==> config.mk <==
export PLATFORM = sky130hd
export DESIGN_NAME = snn_infer_ctrl
export DESIGN_NICKNAME = d
export VERILOG_FILES = /design/src/rtl/snn_infer_ctrl.sv
export SDC_FILE = /design/constraint.sdc
export NUM_CORES = 1
export LEC_CHECK = 0
export ABC_AREA = 1
export CORE_MARGIN = 2
export CORE_UTILIZATION = 40
export CTS_CLUSTER_DIAMETER = 30
export DETAILED_ROUTE_END_ITERATION = 8
export HOLD_SLACK_MARGIN = 0.06
export PLACE_DENSITY = 0.71
export SLEW_MARGIN = 20
export SYNTH_ARGS = -nofsm -noshare
export SYNTH_HDL_FRONTEND = slang
export SYNTH_SLANG_ARGS = --single-unit
export TNS_END_PERCENT = 5
==> constraint.sdc <==
create_clock -name clk_i -period 1.72 [get_ports clk_i]
set_input_delay 0.172 -clock clk_i [delete_from_list [all_inputs] [get_ports clk_i]]
set_output_delay 0.172 -clock clk_i [all_outputs]
set_load 0.1 [all_outputs]
==> src/rtl/snn_infer_ctrl.sv <==
// snn_infer_ctrl: sequences one spiking-network inference.
// Phases: clear the network, stream the latched pixel spikes for a fixed
// window, let in-flight spikes drain to the counters, then capture the
// max-spike digit. Network controls are decoded from the registered state only.
module snn_infer_ctrl #(
  parameter int WINDOW_LEN   = 16,  // 1..255
  parameter int CLEAR_CYCLES = 2,   // 1..15
  parameter int DRAIN_CYCLES = 2    // 0..15
) (
  input  logic       clk_i,
  input  logic       rst_i,
  input  logic       start_i,
  input  logic       abort_i,
  input  logic [7:0] pixels_i,
  input  logic [3:0] pred_digit_i,
  output logic [7:0] net_pixels_o,
  output logic       net_clear_o,
  output logic       net_en_o,
  output logic       busy_o,
  output logic [7:0] step_o,
  output logic [3:0] result_o,
  output logic       result_valid_o,
  output logic       done_o
);

  typedef enum logic [2:0] {
    S_IDLE,
    S_CLEAR,
    S_RUN,
    S_DRAIN,
    S_CAPTURE
  } state_t;

  // Last count value of each phase; the counter stops there, so it never wraps.
  localparam logic [7:0] CLR_LAST = 8'(CLEAR_CYCLES - 1);
  localparam logic [7:0] WIN_LAST = 8'(WINDOW_LEN - 1);
  localparam logic [7:0] DRN_LAST = 8'((DRAIN_CYCLES > 0) ? DRAIN_CYCLES - 1 : 0);

  state_t     state_q, state_d;
  logic [7:0] cnt_q, cnt_d;
  logic [7:0] pix_q;
  logic       accept;
  logic       cancel;

  // Next-state and phase-counter logic; abort overrides any in-flight phase.
  always_comb begin
    state_d = state_q;
    cnt_d   = cnt_q;
    accept  = 1'b0;
    cancel  = 1'b0;
    case (state_q)
      S_IDLE: begin
        if (start_i && !abort_i) begin
          accept  = 1'b1;
          state_d = S_CLEAR;
          cnt_d   = 8'd0;
        end
      end
      S_CLEAR: begin
        if (cnt_q == CLR_LAST) begin
          state_d = S_RUN;
          cnt_d   = 8'd0;
        end else begin
          cnt_d = cnt_q + 8'd1;
        end
      end
      S_RUN: begin
        if (cnt_q == WIN_LAST) begin
          state_d = (DRAIN_CYCLES == 0) ? S_CAPTURE : S_DRAIN;
          cnt_d   = 8'd0;
        end else begin
          cnt_d = cnt_q + 8'd1;
        end
      end
      S_DRAIN: begin
        if (cnt_q == DRN_LAST) begin
          state_d = S_CAPTURE;
          cnt_d   = 8'd0;
        end else begin
          cnt_d = cnt_q + 8'd1;
        end
      end
      S_CAPTURE: begin
        state_d = S_IDLE;
        cnt_d   = 8'd0;
      end
      default: begin
        state_d = S_IDLE;
        cnt_d   = 8'd0;
      end
    endcase
    if (abort_i && state_q != S_IDLE) begin
      cancel  = 1'b1;
      state_d = S_IDLE;
      cnt_d   = 8'd0;
    end
  end

  // State, pixel latch and result registers; reset dominates start/abort.
  always_ff @(posedge clk_i) begin
    if (rst_i) begin
      state_q        <= S_IDLE;
      cnt_q          <= 8'd0;
      pix_q          <= 8'd0;
      result_o       <= 4'd0;
      result_valid_o <= 1'b0;
      done_o         <= 1'b0;
    end else begin
      state_q <= state_d;
      cnt_q   <= cnt_d;
      done_o  <= 1'b0;
      if (accept) begin
        pix_q          <= pixels_i;
        result_valid_o <= 1'b0;
      end
      if (cancel) begin
        result_valid_o <= 1'b0;
      end else if (state_q == S_CAPTURE) begin
        result_o       <= pred_digit_i;
        result_valid_o <= 1'b1;
        done_o         <= 1'b1;
      end
    end
  end

  // Moore decode of network controls from the registered state.
  always_comb begin
    net_pixels_o = 8'd0;
    net_clear_o  = 1'b0;
    net_en_o     = 1'b0;
    step_o       = 8'd0;
    busy_o       = (state_q != S_IDLE);
    case (state_q)
      S_CLEAR: net_clear_o = 1'b1;
      S_RUN: begin
        net_en_o     = 1'b1;
        net_pixels_o = pix_q;
        step_o       = cnt_q;
      end
      S_DRAIN: net_en_o = 1'b1;
      default: ;
    endcase
  end

endmodule
==> results.cfg <==
[drt]
drt-pass1-iter-count = 4
ant_nets = 0
via_per_inst = 5.03
wl_per_cell_um = 11.5
vias = 1258
routed_wl_mm = 2.87
drtIter0Drc = 38
drc = 0

[die]
die_h_um = 59.7
die_w_um = 59.7
rows = 20
io_pins = 41
core_um2 = 3000
initial_core_util_pct = 41.3
fp.dieArea_um2 = 3560

[placed_design]
hpwl_mm = 2.22
routabilityCongestion = 0.813
place_ws_ns = 0.168
port_buffers = 40

[clock_network]
numClockSinks = 25
cts_max_level = 1
cts_hold_buf = 0
clock_latency_ns = 0.32
cts.clk_slew.worst_paths_ns = 0.15
cts_tree = done
numCtsBuffers = 3
cts-root-buf = clkbuf_4
cts_buffer_depth = 2

[layout]
multi_input_area_um2 = 669
final_cell_mix = dfxtp_1, inv_1, nand2_1
drive_above_1_share_pct = 30.9
layout_commonest_cell = dfxtp_1
seqCellArea_um2 = 500
fin_util_pct = 64.6
nets = 236
area_growth_pct = 56.6
nFillCells = 244
antenna_cells = 0

[timing]
report.final.setup_viol = 0
period_needed_ns = 1.66
worst_pin_slew_ns = 0.374
setup_ws_ns = 0.0593
min_period_over_period_pct = 96.6
drv_slew = 0
clock_skew_ns = 0.00859
hold_viol = 0
relSlewSlack_pct = 75.0
fmax_mhz = 602

[status]
outcome = complete, no violations

[global_routing]
track_usage_pct = 17.5
grt_first_pass_wirelength_mm = 4.89
gr-total-overflow = 0
grt_antenna_before_repair = 0
first_global_vias = 1163
grt_max_degree = 20

[pwr]
seq_power_share_pct = 34.1
switchingPower_mw = 0.950
p_leak_nw = 0.755
pwr-share-clk_pct = 13.5
p_sw_share_pct = 46.7
p_int_mw = 1.09
combinationalPowerShare_pct = 52.4
p_per_area_nw_per_um2 = 1050
ir_drop_mv = 1.03

[yosys]
syn_area_um2 = 1240
yosys_warnings = 0
ys_seq_area_share_pct = 40.4
yosysUniqueCellTypes = 26
synth.area.top_cells = dfxtp_1, nor2_1, inv_1
avgSynthCellArea_um2 = 7.08
synth_fp_nets = 193
synth.largest_area_cell = dfxtp_1
synth_seq_cells = 25
yosysTopAreaCellShare_pct = 40.4
synthCells = 175

[critical_path]
critPathArrivalTime_ns = 1.49
worstSetupStartpointType = flop
worstSetupPathType = flop to output pin
cp.required_ns = 1.55
crit_fanout = 19
end_kind = output pin

[job]
cap_viol_max_count = 0

[hold_path]
min-delay-path-class = input pin to flop
==> Yosys cell counts <==
master / instances
a21oi_1: 15
a21oi_2: 3
buf_2: 2
clkbuf_1: 2
dfxtp_1: 25
ha_1: 2
inv_1: 22
inv_2: 5
inv_4: 1
nand2_1: 22
nand2_2: 2
nand2_4: 1
nand3_1: 7
nand3_2: 2
nand3b_1: 1
nand4_1: 3
nor2_1: 35
nor2_4: 1
nor2_8: 1
nor3_1: 1
o211ai_1: 2
o21ai_0: 14
o21ai_1: 1
o21ai_2: 2
or2_2: 1
xor2_1: 2
==> per-stage QoR <==
stage          instances  hold slack (ns)  instance area, um^2  TNS (ns)  power (mW)
2_1_floorplan        175            0.244                 1270     -4.64        1.41
3_3_place_gp         244            0.444                 1870         0        1.70
3_5_place_dp         244            0.451                 1870         0        1.72
4_1_cts              248            0.420                 1910    -0.146        2.00
5_1_grt              250            0.442                 1940   -0.0169        2.16
6_report             250            0.415                 1940         0        2.04
==> cell type report <==
cell class                 count  area share [%]
clock buffer                   3            1.16
clock inverter                 1           0.387
inverter                      28            5.55
multi-input combinational    118            34.5
sequential                    25            25.8
tap                           33            2.13
timing repair buffer          42            30.5
==> sequential cells by signal, summed over array words and instances, names as in the netlist <==
register / flops
cnt_q: 8
result_valid_o: 1
result_o: 4
state_q: 3
pix_q: 8
done_o: 1
==> power by group through the flow <==
| stage | clock network, mW | logic (mW) | registers [mW] |
|---|---|---|---|
| floorplan | 0 | 0.719 | 0.694 |
| global placement | 0 | 1.00 | 0.696 |
| detailed placement | 0 | 1.02 | 0.703 |
| CTS | 0.278 | 1.03 | 0.691 |
| global route | 0.300 | 1.16 | 0.701 |
| finish | 0.275 | 1.07 | 0.693 |
==> routing by layer <==
layer / global-route usage [%] / vias to the layer above / wire [um]
met5: 0 / - / 0
met1: 22.7 / 588 / 1230
met3: 2.16 / 4 / 105
met2: 29.7 / 28 / 1500
met4: 6.35 / 0 / 42
li1: - / 638 / -
==> worst max-delay path, cell delays in order (launching register included) <==
cell and delay, ns:
dfxtp_1 0.39, nor2_4 0.22, nand2_8 0.16, nor2_2 0.19, buf_12 0.19
==> repair_timing <==
item	CTS	global route
pin swaps	0	1
setup endpoints to repair	16	16
buffers inserted	0	2
resized for setup	3	5
==> logic make-up (layout without fill, tap and decap cells) <==
| group | after synthesis | count (layout) | share of synthesized area [%] |
|---|---|---|---|
| compound gates | 37 | 37 | 16.9 |
| simple gates | 77 | 77 | 29.2 |
| xor+xnor | 2 | 2 | 1.41 |
| buf+inv | 32 | 74 | 10.1 |
| fa+ha+maj | 2 | 2 | 2.02 |
| flops | 25 | 25 | 40.4 |
==> final timing paths <==
| kind | from | end | slack, ns | cells after the start |
|---|---|---|---|---|
| worst max register to register | state_q[2] | cnt_q[4] | 0.26 | 8 |
| worst min register to register | result_valid_o | result_valid_o | 0.47 | 2 |
| worst min-delay path | pred_digit_i[0] | result_o[0] | 0.41 | 3 |
| worst max-delay path | state_q[2] | net_pixels_o[6] | 0.06 | 4 |
Power figures use the tool's default switching activity.
